`src/rtl/seg_scan_mux.sv`:
```
// seg_scan_mux
// Time-multiplexed scanner for a 4-digit common-anode seven-segment panel.
// Digit codes are snapshotted once per frame so a frame never mixes old and
// new values. Each digit slot opens with a dead-time where all anodes are off,
// which suppresses ghosting. It is followed by a brightness-scaled on-window.
// A free-running blink phase can blank the whole display.
//
// Parameters:
//   REFRESH_DIV  - clock cycles per digit slot (keep >= BLANK_CYCLES + 8)
//   BLANK_CYCLES - dead-time cycles at the start of every slot
//   BLINK_DIV    - clock cycles per blink half-period
//
// Ports:
//   clk         system clock, rising edge
//   rst         asynchronous reset, active-high
//   digit3..0   active-low segment codes {g..a}; digit3 is leftmost
//   dp_mask     decimal point enable per digit, active-high, bit i = digit i
//   brightness  0 = dimmest, 7 = full on-window (sampled every cycle)
//   blink_en    blank the whole display during the odd blink phase
//   seg         cathodes, active-low, registered
//   dp          decimal-point cathode, active-low, registered
//   an          anodes, active-low, registered; an[i] selects digit i
//   frame_tick  one-cycle pulse as each new frame starts, registered
module seg_scan_mux #(
    parameter int REFRESH_DIV  = 100000,
    parameter int BLANK_CYCLES = 1000,
    parameter int BLINK_DIV    = 25000000
) (
    input  logic       clk,
    input  logic       rst,
    input  logic [6:0] digit3,
    input  logic [6:0] digit2,
    input  logic [6:0] digit1,
    input  logic [6:0] digit0,
    input  logic [3:0] dp_mask,
    input  logic [2:0] brightness,
    input  logic       blink_en,
    output logic [6:0] seg,
    output logic       dp,
    output logic [3:0] an,
    output logic       frame_tick
);

    localparam int CW = (REFRESH_DIV > 1) ? $clog2(REFRESH_DIV) : 1;
    localparam int BW = (BLINK_DIV > 1) ? $clog2(BLINK_DIV) : 1;
    localparam logic [CW-1:0] CNT_LAST   = CW'(REFRESH_DIV - 1);
    localparam logic [BW-1:0] BLINK_LAST = BW'(BLINK_DIV - 1);
    // The on-window arithmetic runs 40 bits wide so ON*(brightness+1) is
    // never truncated before the divide-by-8.
    localparam logic [39:0] BLANK_X = 40'(BLANK_CYCLES);
    localparam logic [39:0] ON_X    = 40'(REFRESH_DIV - BLANK_CYCLES);

    logic [CW-1:0] cnt_reg;
    logic [1:0]    idx_reg;
    logic [BW-1:0] blink_cnt_reg;
    logic          blink_phase_reg;
    logic          load_pending_reg;

    logic          slot_end;
    logic          frame_end;
    logic          capture;

    logic [27:0]   digit_flat;
    logic [27:0]   snap_flat;
    logic [3:0]    dp_snap;

    logic [39:0]   cnt_x;
    logic [39:0]   lit_prod;
    logic [39:0]   lit_len;
    logic          lit;
    logic [6:0]    cur_seg;

    logic [6:0]    seg_next;
    logic          dp_next;
    logic [3:0]    an_next;

    assign slot_end  = (cnt_reg == CNT_LAST);
    assign frame_end = slot_end && (idx_reg == 2'd3);
    // The priming capture after reset makes the first frame show live data
    // rather than the blank reset snapshot.
    assign capture   = load_pending_reg || frame_end;

    assign digit_flat = {digit3, digit2, digit1, digit0};

    // Per-digit snapshot registers: segment code plus decimal-point enable.
    for (genvar gi = 0; gi < 4; gi++) begin : g_digit
        logic [6:0] snap_reg;
        logic       dp_snap_reg;

        always_ff @(posedge clk or posedge rst) begin
            if (rst) begin
                snap_reg    <= 7'h7F;
                dp_snap_reg <= 1'b0;
            end else if (capture) begin
                snap_reg    <= digit_flat[gi*7 +: 7];
                dp_snap_reg <= dp_mask[gi];
            end
        end

        assign snap_flat[gi*7 +: 7] = snap_reg;
        assign dp_snap[gi]          = dp_snap_reg;
    end

    always_comb begin
        cur_seg = 7'h7F;
        case (idx_reg)
            2'd0: cur_seg = snap_flat[6:0];
            2'd1: cur_seg = snap_flat[13:7];
            2'd2: cur_seg = snap_flat[20:14];
            2'd3: cur_seg = snap_flat[27:21];
            default: cur_seg = 7'h7F;
        endcase
    end

    // On-window length LIT = ON*(brightness+1)/8. The window starts right
    // after the dead-time, so the slot length never depends on brightness.
    assign cnt_x    = 40'(cnt_reg);
    assign lit_prod = ON_X * {37'd0, brightness} + ON_X;
    assign lit_len  = lit_prod >> 3;
    assign lit      = (cnt_x >= BLANK_X) && ((cnt_x - BLANK_X) < lit_len)
                      && !(blink_en && blink_phase_reg);

    // Cathodes are forced blank whenever the anodes are off.
    always_comb begin
        seg_next = 7'h7F;
        dp_next  = 1'b1;
        an_next  = 4'b1111;
        if (lit) begin
            an_next  = ~(4'b0001 << idx_reg);
            seg_next = cur_seg;
            dp_next  = ~dp_snap[idx_reg];
        end
    end

    always_ff @(posedge clk or posedge rst) begin
        if (rst) begin
            cnt_reg          <= '0;
            idx_reg          <= 2'd0;
            blink_cnt_reg    <= '0;
            blink_phase_reg  <= 1'b0;
            load_pending_reg <= 1'b1;
            seg              <= 7'h7F;
            dp               <= 1'b1;
            an               <= 4'b1111;
            frame_tick       <= 1'b0;
        end else begin
            load_pending_reg <= 1'b0;

            if (slot_end) begin
                cnt_reg <= '0;
                idx_reg <= idx_reg + 2'd1;
            end else begin
                cnt_reg <= cnt_reg + 1'b1;
            end

            // Blink timebase runs continuously so the phase is independent
            // of when blink_en is raised.
            if (blink_cnt_reg == BLINK_LAST) begin
                blink_cnt_reg   <= '0;
                blink_phase_reg <= ~blink_phase_reg;
            end else begin
                blink_cnt_reg <= blink_cnt_reg + 1'b1;
            end

            // Only the end-of-frame capture pulses the tick. The priming
            // capture always happens with idx at 0, so it never does.
            frame_tick <= frame_end;
            seg        <= seg_next;
            dp         <= dp_next;
            an         <= an_next;
        end
    end

endmodule

```
`config.mk`:
```
export PLATFORM = sky130hd
export DESIGN_NAME = seg_scan_mux
export DESIGN_NICKNAME = d
export VERILOG_FILES = /design/src/rtl/seg_scan_mux.sv
export SDC_FILE = /design/constraint.sdc
export NUM_CORES = 1
export LEC_CHECK = 0
export ABC_AREA = 1
export CORE_ASPECT_RATIO = 0.75
export CORE_UTILIZATION = 50
export CTS_BUF_LIST = sky130_fd_sc_hd__clkbuf_2
export DETAILED_ROUTE_END_ITERATION = 10
export PLACE_DENSITY = 0.77
export REMOVE_ABC_BUFFERS = 1
export SYNTH_ARGS = -nofsm -noshare
export SYNTH_HDL_FRONTEND = slang
export SYNTH_SLANG_ARGS = --single-unit
```
`constraint.sdc`:
```
create_clock -name clk -period 3.6 [get_ports clk]
set_clock_uncertainty 0.05 [all_clocks]
set_input_delay 0.36 -clock clk [delete_from_list [all_inputs] [get_ports clk]]
set_output_delay 0.36 -clock clk [all_outputs]
set_load 0.02 [all_outputs]
```
== Word level (Yosys, flattened, before mapping) ==
Index checks and enable logic that the tools add are counted.

* Register bits: 91
* Word-level logic and storage cells: 50

* Bitwise logic cells: 3
* Equal/unequal tests: 5
* Shifts and indexed selects: 1
* Reduce and logical (&&, ||, !) cells: 7
* Multiply operators: 1
* $lt $le $gt $ge: 3
* Add/subtract/negate cells: 5
* Mux-type cells: 8

{| class="wikitable"
|+ Operators by type and width
! operator !! number
|-
| 40-bit by 18-bit < comparator with 1-bit output || 1
|-
| 7-bit case mux with 4 select lines || 1
|-
| 25-bit by 1-bit adder with 25-bit output, second input constant || 1
|-
| 25-bit equality test, second input constant || 1
|-
| 25-bit 2-to-1 mux || 1
|-
| 20-bit by 17-bit adder with 21-bit output, second input constant || 1
|-
| 17-bit by 10-bit subtractor with 18-bit output, second input constant || 1
|-
| 17-bit by 1-bit adder with 17-bit output, second input constant || 1
|-
| 17-bit equality test, second input constant || 1
|-
| 17-bit by 10-bit greater-or-equal comparator with 1-bit output, second input constant || 1
|-
| 14-bit by 3-bit multiplier with 17-bit output, first input constant || 1
|-
| 17-bit 2-to-1 mux || 1
|-
| 7-bit 2-to-1 mux || 1
|-
| 2-bit equality test, second input constant || 2
|-
| 1-bit logical AND || 4
|-
| 4-bit 2-to-1 mux || 1
|-
| 4-bit inverter || 1
|-
| 1-bit by 2-bit left shift with 4-bit output, first input constant || 1
|-
| 2-bit by 3-bit < comparator with 1-bit output, second input constant || 1
|-
| 2-bit by 1-bit adder with 2-bit output, second input constant || 1
|-
| 1-bit binary-select mux with 2-bit select || 1
|-
| 2-bit by 1-bit equality test with 1-bit output, second input constant || 1
|-
| 2-bit logical NOT || 1
|-
| 1-bit 2-to-1 mux || 2
|-
| 3 further kinds || 4
|}

== Logic depth before layout (Yosys ltp) ==
* Depth in word-level cells: 6
* Depth in mapped cells: 24

== Worst setup path after synthesis ==
OpenSTA, ideal clock, no wires.

* Path type: in2reg
* Start point: in brightness[0]
* End point: reg an[1]
* Required time: 3.455 ns
* Path slack: 0.260 ns
* Arrival time: 3.195 ns
* Setup time: 0.095 ns
* Stages: 15
* Cell sequence: fa_1 > ha_1 > fa_1 > a21o_1 > a21oi_1 > xor2_1 > nand2_1 > xor2_1 > ha_1 > a21oi_1 > o21a_1 > nand2_1 > nand2_1 > buf_6 > nand4_1

* Cells in the longest elaborated chain, start to end: 6

{| class="wikitable"
|+ Ends and longest elaborated chain
! item !! line !! text
|-
| from (decl) || 36 || <nowiki>input logic [2:0] brightness,</nowiki>
|-
| 14-bit by 3-bit multiplier with 17-bit output || 118 || <nowiki>assign lit_prod = ON_X * {37'd0, brightness} + ON_X;</nowiki>
|-
| 20-bit by 17-bit adder with 21-bit output || 118 ||
|-
| 40-bit by 18-bit < comparator with 1-bit output || 120 || <nowiki>assign lit = (cnt_x >= BLANK_X) && ((cnt_x - BLANK_X) < lit_len)</nowiki>
|-
| 1-bit logical AND || 120 ||
|-
| 1-bit logical AND || 121 || <nowiki>&& !(blink_en && blink_phase_reg);</nowiki>
|-
| 4-bit 2-to-1 mux || 128 || <nowiki>if (lit) begin</nowiki>
|-
| via an_next[1] || 75 || <nowiki>logic [3:0] an_next;</nowiki>
|-
| to (signal assigned) || 170 || <nowiki>an <= an_next;</nowiki>
|-
| to (decl) || 40 || <nowiki>output logic [3:0] an,</nowiki>
|}

The timed path passes the listed nets, and every way through them passes these cells.
A chain may end at the register's enable or synchronous reset.

== Final worst setup path ==
* Start point: in brightness[1]
* End point: reg an[2]

The elaborated chain is that of the path after synthesis.

==> flow_summary.toml <==
[worst_setup_path]
critPathLaunchType = "input port"
crit_type = "in -> reg"
worstSetupEndpointType = "flip-flop"
cp-startpoint = "brightness[1]"
path_max_fanout = 12
r2r-start = "cnt_reg[3]"
cp.arrival_ps = 3910
crit_required_ps = 4030

[clocking]
cts_hold_buf = 0
cts_setup_buffers = 0
cts_tree = "built"
clk_pin_slew_ps = 250
clk_latency_ps = 550
clock_path_buffers = 2
cts_resized = 0
clockRootBuffer = "clkbuf_2"
cts_buffers = 9
cts_max_level = 3
cts.sinks = 91

[layout]
drive_gt1_share_pct = 11.96
syn_to_final_growth_pct = 14.02
mostFrequentLayoutCells = "nand2_1 (187), inv_1 (76), nand3_1 (65), nor2_1 (60)"
diodes = 0
largest_reg_flops = 28
nets = 845
final.fill_count = 987
post-route-util_pct = 58.98
layout_commonest_cell = "nand2_1"
fin_area_um2 = 6502

[placement]
portBuffers = 50
dp_slack_ps = -495.4
place.gp.congestion = 0.9382
place_area_um2 = 6374
dp_hpwl_mm = 9.673

[floorplan]
die_width_um = 125.3
coreArea_um2 = 11020
io_pins = 51
start_util_pct = 51.73
num_rows = 33
dieArea_um2 = 11840
die_h_um = 94.49

[grt]
grt_pass1_vias = 4720
antenna_found_initial = 0
grt_use_total_pct = 22.99
overflow = 0
grt_pass1_wl_mm = 21.86
grt_max_degree = 36

[routing]
vias = 4825
drc = 2
wl_per_cell_um = 13.78
dr.pass1.iters = 8
routed_via_density = 5.308
wirelength_mm = 12.53
ant_nets = 0
drtIter0Drc = 284

[yosys]
syn_area_um2 = 5703
synth.avg_cell_area_um2 = 8.055
synth_xor_area_share_pct = 6.604
synth_edf_count = 0
synthSimpleGateAreaFrac_pct = 30.56
ys_async_sr_fraction_pct = 100.0
synth_top_family_by_area = "simple AND/OR/NAND/NOR gates"
synthMuxAreaShare_pct = 0
synth_compound_area_share_pct = 4.454
synth_flop_cell = "dfrtp_1"
synth_warnings = 0
ys_seq_area_share_pct = 40.83
synth.distinct_cells = 39
synth_cells = 708
ys_ff_latch = 91
yosys.area_share.adder_pct = 9.829

[power]
p_leak_uw = 0.003226
peakVddDrop_mv = 0.2193
p_total_uw = 1958
power_density_nw_per_um2 = 301.1

[sta]
setup_tns_ps = 0
period_minus_slack_ps = 3478
slew_violations = 0
max-slew-margin-rel_pct = 59.25
fmax_mhz = 287.5
finalSetupViolCount = 0
finalHoldViolCount = 0
final.setup.worst_slack_ps = 122.0
tightest_slew_ps = 610.6
period_share_pct = 96.61

[job]
maxCapViolations = 0

[run_status]
status = "complete, but fails checks"
violations = "design-rule violations"

[min_path]
hold_path.class = "in -> async"
## report_power, final
part / internal, µW / total, µW / switching [µW]
combinational: 154 / 345 / 192
clock: 171 / 515 / 344
sequential: 1080 / 1100 / 18.5
total: 1400 / 1960 / 554
## Yosys cell counts (3+ instances only)
cell type  number  area (µm²)
nor2_1         60       225.2
nand3_1        65       325.3
nand2_1       187       701.9
xnor2_1         9       78.83
o21ai_0        18       90.09
dfstp_2        41        1077
fa_1            3       60.06
nand2_4         5       56.30
nand2_2         3       18.77
nor3_1         16       80.08
buf_1           3       11.26
clkbuf_1        3       11.26
buf_2           6       30.03
dfrtp_1        50        1251
inv_1          77       289.0
buf_6           5       56.30
nand4_1        33       206.5
nor4_1          3       18.77
xor2_1         34       297.8
ha_1           40       500.5
a21oi_1        20       100.1
buf_4           3       22.52
## cell type report
cell class / count / area (µm²) / area share [%]
Clock buffer: 11 / 55.05 / 0.8466
Clock inverter: 5 / 61.31 / 0.9429
Inverter: 80 / 302.8 / 4.657
Multi-Input combinational cell: 517 / 2954 / 45.43
Sequential cell: 91 / 2328 / 35.81
Tap cell: 140 / 175.2 / 2.694
Timing Repair Buffer: 65 / 625.6 / 9.621
## critical path: stages
cell	delay [ps]
clkdlybuf4s50_1	510
fa_1	430
ha_1	240
fa_1	440
a21o_1	190
a21oi_1	220
xor2_2	240
nand2_1	110
xor2_1	160
ha_1	290
a21oi_1	160
o21a_1	140
nand2_1	50
nand2_1	110
buf_12	140
nand4_1	100
## routing by layer
layer / share of wire [%] / global-route usage, %
met3: 4.1 / 4.646
met4: 1.2 / 6.301
met2: 48 / 37.80
met1: 47 / 31.12
met5: 0 / 0
## metrics by stage
step / cells / hold WS (ps)
floorplan: 688 / 395.6
global placement: 893 / 421.6
detailed placement: 893 / 423.4
CTS: 909 / 79.04
global route: 909 / 69.78
finish: 909 / 89.55
## kinds of logic after synthesis
group / Yosys count
other: 2
buffers and inverters: 100
XOR/XNOR: 43
flip-flops: 91
AO/OA/AOI/OAI: 47
adder cells (fa/ha/maj): 43
AND/OR/NAND/NOR: 382
## path summary, 6_finish.rpt
check	endpoint	slack, ps	cells past startpoint
setup / recovery	an[2]	120	16
hold / removal	blink_cnt_reg[3]	90	2
setup reg to reg	seg[3]	750	14
hold reg to reg	blink_phase_reg	450	1
max in group asynchronous	g_digit[0].snap_reg[1]	2530	3
min in group clk	g_digit[2].snap_reg[5]	220	3
Note: power is estimated with default switching activity, not from simulation.
